File: src/rtl/puf_challenge_sequencer.sv
// Arbiter-PUF challenge sequencer: excites each LFSR challenge NVOTE times,
// majority-votes the synchronized response and hands it off via valid/ready.
module puf_challenge_sequencer #(
  parameter int                   C_LENGTH = 8,
  parameter int                   RESP_W   = 7,
  parameter int                   NVOTE    = 5,
  parameter int                   SETTLE   = 4,
  parameter logic [C_LENGTH-1:0]  SEED_RST = 8'hA5
) (
  input  logic                clk,
  input  logic                rst,
  input  logic                start,
  input  logic                seed_load,
  input  logic [C_LENGTH-1:0] seed,
  output logic [C_LENGTH-1:0] ichallenge,
  output logic                opulse,
  input  logic [RESP_W-1:0]   iresponse,
  output logic [RESP_W-1:0]   oresp,
  output logic                ostable,
  output logic [C_LENGTH-1:0] ochal_tag,
  output logic                ovalid,
  input  logic                iready,
  output logic                busy
);

  typedef enum logic [2:0] {IDLE, ARM, FIRE, SAMPLE, RELAX, OUT} state_t;

  state_t              state_q, state_d;
  logic [3:0]          phase_q;
  logic [3:0]          vote_q;
  logic [3:0]          cnt_q [RESP_W];
  logic [3:0]          cnt_d [RESP_W];
  logic [RESP_W-1:0]   sync1_q, sync2_q;
  logic [C_LENGTH-1:0] lfsr_q, lfsr_step;
  logic [RESP_W-1:0]   maj;
  logic                stable_all;
  logic                phase_last;

  // Taps are chosen for the 8-stage chain; the register never leaves the nonzero cycle.
  assign lfsr_step  = {lfsr_q[C_LENGTH-2:0], lfsr_q[7] ^ lfsr_q[5] ^ lfsr_q[4] ^ lfsr_q[3]};
  assign phase_last = (phase_q == 4'(SETTLE - 1));
  assign ichallenge = lfsr_q;
  assign busy       = (state_q != IDLE);

  // Vote tallies including the sample being taken this cycle.
  always_comb begin
    maj        = '0;
    stable_all = 1'b1;
    for (int b = 0; b < RESP_W; b++) begin
      cnt_d[b]   = cnt_q[b] + {3'b000, sync2_q[b]};
      maj[b]     = (cnt_d[b] > 4'(NVOTE / 2));
      stable_all = stable_all & ((cnt_d[b] == 4'd0) || (cnt_d[b] == 4'(NVOTE)));
    end
  end

  always_comb begin
    // NOTE: default first, so every path through the case assigns state_d and no latch is inferred.
    state_d = state_q;
    case (state_q)
      IDLE:    if (!seed_load && start) state_d = ARM;
      ARM:     if (phase_last) state_d = FIRE;
      FIRE:    if (phase_last) state_d = SAMPLE;
      SAMPLE:  state_d = (vote_q == 4'(NVOTE - 1)) ? OUT : RELAX;
      RELAX:   if (phase_last) state_d = FIRE;
      OUT:     if (ovalid && iready) state_d = IDLE;
      default: state_d = IDLE;
    endcase
  end

  always_ff @(posedge clk or posedge rst) begin
    if (rst) begin
      state_q   <= IDLE;
      phase_q   <= '0;
      vote_q    <= '0;
      // NOTE: the vote counters are a handful of flops, not a RAM, so they take the reset too.
      for (int b = 0; b < RESP_W; b++) cnt_q[b] <= '0;
      sync1_q   <= '0;
      sync2_q   <= '0;
      lfsr_q    <= SEED_RST;
      opulse    <= 1'b0;
      ovalid    <= 1'b0;
      oresp     <= '0;
      ostable   <= 1'b0;
      ochal_tag <= '0;
    end else begin
      // NOTE: non-blocking throughout, so every flop samples the values from before the edge.
      state_q <= state_d;
      sync1_q <= iresponse;
      sync2_q <= sync1_q;
      opulse  <= (state_d == FIRE) || (state_d == SAMPLE);

      if (state_d != state_q)
        phase_q <= '0;
      else if (state_q == ARM || state_q == FIRE || state_q == RELAX)
        phase_q <= phase_q + 4'd1;

      case (state_q)
        IDLE: begin
          if (seed_load) begin
            lfsr_q <= (seed == '0) ? {{(C_LENGTH-1){1'b0}}, 1'b1} : seed;
          end else if (start) begin
            vote_q <= '0;
            for (int b = 0; b < RESP_W; b++) cnt_q[b] <= '0;
          end
        end
        SAMPLE: begin
          vote_q <= vote_q + 4'd1;
          for (int b = 0; b < RESP_W; b++) cnt_q[b] <= cnt_d[b];
          if (state_d == OUT) begin
            oresp     <= maj;
            ostable   <= stable_all;
            ochal_tag <= lfsr_q;
          end
        end
        OUT: begin
          if (ovalid && iready) begin
            ovalid <= 1'b0;
            lfsr_q <= lfsr_step;
          end else begin
            ovalid <= 1'b1;
          end
        end
        default: ;
      endcase
    end
  end

endmodule

File: config.mk
export PLATFORM = sky130hd
export DESIGN_NAME = puf_challenge_sequencer
export DESIGN_NICKNAME = d
export VERILOG_FILES = /design/src/rtl/puf_challenge_sequencer.sv
export SDC_FILE = /design/constraint.sdc
export NUM_CORES = 1
export LEC_CHECK = 0
export BUFFER_PORTS_ARGS = -buffer_cell sky130_fd_sc_hd__buf_2
export CAP_MARGIN = 0
export CORE_ASPECT_RATIO = 1.25
export CORE_MARGIN = 2
export CORE_UTILIZATION = 50
export CTS_BUF_LIST = sky130_fd_sc_hd__clkbuf_2
export DETAILED_ROUTE_END_ITERATION = 12
export HOLD_SLACK_MARGIN = 0.12
export PLACE_DENSITY_LB_ADDON = 0.25
export SLEW_MARGIN = 20
export SYNTH_ARGS = -nofsm -noshare
export SYNTH_HDL_FRONTEND = slang
export SYNTH_SLANG_ARGS = --single-unit
File: constraint.sdc
create_clock -name clk -period 3.3 [get_ports clk]
set_input_delay 0.165 -clock clk [delete_from_list [all_inputs] [get_ports clk]]
set_output_delay 0.165 -clock clk [all_outputs]
set_load 0.02 [all_outputs]
==> results.md <==
* DR pass1 iterations at 4
* Layout Cells excl Fill at 503
* Largest net degree at the start of global routing at 31
* Unique masters post-synth at 50
* Routed via count at 2790
* Slew headroom at 53.0%
* CTS tree: built
* IO Count at 47
* Wire per inst at 15.4 um
* Die height at 101 um
* DP HPWL at roughly 5.1 mm
* Antenna violations before repair at 0
* Max Cap Viol at 0
* Setup crit start kind: register
* Max Fclk at 367 MHz
* Leak pwr at ~2.3 nW
* Power density cells at 641 nW/um^2
* TritonCTS buffer count at 9
* Placed cell count at 463
* Main flop type after synthesis: dfrtp_1
* Pre-CTS setup slack at 1.15 ns
* Mean Syn Cell Area at 11.3 um^2
* Clk buf depth at 2
* Final nets at around 440
* CP max stage cell: dlygate4sd3_1
* Post-synth EDFFs at 0
* Final wirelength at approximately 7.7 mm
* Remaining DRCs at 0
* First-pass GRT wire length at ~13 mm
* RSZ-0062 raised after global routing: no
* Register bit total from synthesis at 79
* Data arrival time of the worst path at 3.14 ns
* Core footprint at about 7400 um^2
* FP Rows at 35
* Register area share after synthesis at 52.5%
* Peak supply drop at just under 0.0004 V
* Largest incremental delay on the critical path at 0.63 ns
* Actual slew at the worst max-slew pin at 0.703 ns
* Comb pwr share at 36.8%
* Root Buffer: clkbuf_2
* Die ar. at between 8000 and 9000 um^2
* Sw Ratio at 37.0%
* Die Width at 81.7 um
* Post-synthesis net count at 371
* IO Port Bufs at 46
* Status: finished clean
* Fin. max-slew vios at 0
* Vias per cell at 5.55
* FFs w/ async S/R, synth at 100%
* Final Skew at roughly 0.018 ns
* Post-DRT Antenna Nets at 0
* Cell-by-cell trace of the critical path: nor3_1 > inv_2 > nor3b_1 > dlygate4sd3_1 > nor2_1 > dlygate4sd3_1
* Number of clock sinks at 79
* Final setup TNS at 0 ns
* Final hold violation count at 0
* Grt total ovfl at 0
* Warnings from Yosys at 0
* Finished Cell Area at between 4000 and 5000 um^2
* Setup crit end kind: register
* Placed Area at 4110 um^2
* Part of the power in registers at 45.9%
* Layout area overhead at 17.9%
* Fin crit share at 82.7%
* Design Power at 2.85 mW
* GRT Resource Usage Total at around a fifth
* Layout cells sized above 1 at 19.0%
* Fin crit period at 2.73 ns
* Finish-stage setup viols at 0
* Crit Path Class: reg -> reg
* Number of DRC markers in iteration 0 at 183
* Postcts setup bufs at 0
* Vias in the first global route at 2771
* Post-Syn Area at 3770 um^2
* Data required, critical path at 3.71 ns
* WP buf/inv at 3
* Antenna Cells at 0
* Max H-tree Level at 3
* RD Place Congestion at around 0.74
* Hold Path Class: in -> reg
* Post-Synthesis Cells at 334
* Initial Util at approximately half
* Sw Pwr at 1.06 mW
* Clock Power Share at 17.3%
* Clock slew at reported path FFs at 0.19 ns
* Crit path max-delay family: buffers and inverters
* Most used cell, CP: dlygate4sd3_1
* Clk_lat worst skew at 0.49 ns
* Setup ws final at 0.572 ns
* Internal power at around 1.8 mW
* Crit Path Max Fanout at 17
[cell usage after synthesis (7+ instances only)]
library cell	number	area share (%)
mux2_1	8	2.4
nand2_1	26	2.6
a21oi_1	10	1.3
xor2_1	20	4.6
o21ai_1	29	3.8
a22o_1	15	3.5
dfrtp_1	75	50
nand3_1	7	0.93
nor2_1	22	2.2
ha_1	17	5.6
mux2i_1	8	2.1
clkbuf_1	8	0.80
[flip-flops by register name, indices dropped and copies added, names as in the netlist]
| signal | cells |
|---|---|
| sync2_q | 7 |
| cnt_q | 28 |
| opulse | 1 |
| oresp | 7 |
| ostable | 1 |
| ovalid | 1 |
| vote_q | 4 |
| sync1_q | 7 |
| phase_q | 4 |
| ochal_tag | 8 |
| ichallenge | 8 |
| state_q | 3 |
[power groups by stage]
stage | clock [mW] | sequential, mW | combinational (mW)
final | 0.494 | 1.31 | 1.05
after floorplan | 0 | 1.35 | 0.710
after CTS | 0.515 | 1.31 | 1.06
after global placement | 0 | 1.32 | 0.982
after global routing | 0.554 | 1.33 | 1.17
after detailed placement | 0 | 1.33 | 0.997
[path summary, 6_finish.rpt]
kind | from | end | slack [ns] | cells after the start
worst max-delay path | state_q[0] | vote_q[2] | 0.57 | 6
min in group asynchronous | rst | ochal_tag[4] | 0.72 | 4
worst min register to register | sync1_q[6] | sync2_q[6] | 0.37 | 0
worst max register to register | state_q[0] | vote_q[2] | 0.57 | 6
max in group asynchronous | rst | phase_q[0] | 1.86 | 5
worst min-delay path | start | vote_q[3] | 0.17 | 4
[kinds of logic (layout without fill, tap and decap cells)]
kind of cell / Yosys count / after routing / share of synthesized area, %
flops: 79 / 79 / 52.5
buf+inv: 21 / 98 / 2.29
fa+ha+maj: 17 / 17 / 5.64
xor+xnor: 29 / 29 / 8.62
compound gates: 86 / 86 / 14.9
simple gates: 85 / 85 / 11.2
mux: 17 / 17 / 4.81
[worst register-to-register path, delay by kind of cell, from the launching register on]
family	cells	cell delay, ns
buf+inv	3	1.30
simple gates	3	0.76
flops	1	0.60
[what timing repair did]
item                      CTS  global route
hold endpoints to repair   98             0
resized for setup           0             0
hold buffers               24             0
[through the flow]
stage          hold WS (ns)  util, %
2_1_floorplan         0.196        -
3_3_place_gp          0.147     55.8
3_5_place_dp          0.152     55.8
4_1_cts               0.122     60.5
5_1_grt               0.147     60.5
6_report              0.168     60.5
[per-layer routing]
metal  up-vias  share of wire, %  global-route usage, %
li1       1357                 -                      -
met1      1347                45                   26.8
met2        70                49                   33.0
met3        16               3.9                   4.12
met4         0               2.2                   9.62
met5         -                 0                      0
[cells in the final DEF, fill, tap and decap left out, types with 3 or more instances in the layout]
cell type and n:
dfrtp_1 75, buf_2 46, o21ai_1 29, nand2_1 26, dlygate4sd3_1 24, nor2_1 21, xor2_1 20, ha_1 17
a22o_1 15, clkbuf_2 13, a21oi_1 10, mux2_1 8, mux2i_1 8, nand3_1 7, a31oi_1 6, a211oi_1 5
buf_4 5, nor3_1 4, o21ai_0 4, inv_1 4, nor2b_1 4, xnor2_1 4, dfstp_2 4, nor4_1 3
and3b_1 3, and3_1 3, xnor3_1 3
[final cells by class]
type | count | area, um^2
tap | 92 | 115
sequential | 79 | 1980
timing repair buffer | 75 | 508
fill | 640 | 2910
multi-input combinational | 234 | 1710
inverter | 7 | 27.5
clock inverter | 3 | 38.8
clock buffer | 13 | 65.1
Note: power is estimated with default switching activity, not from simulation.
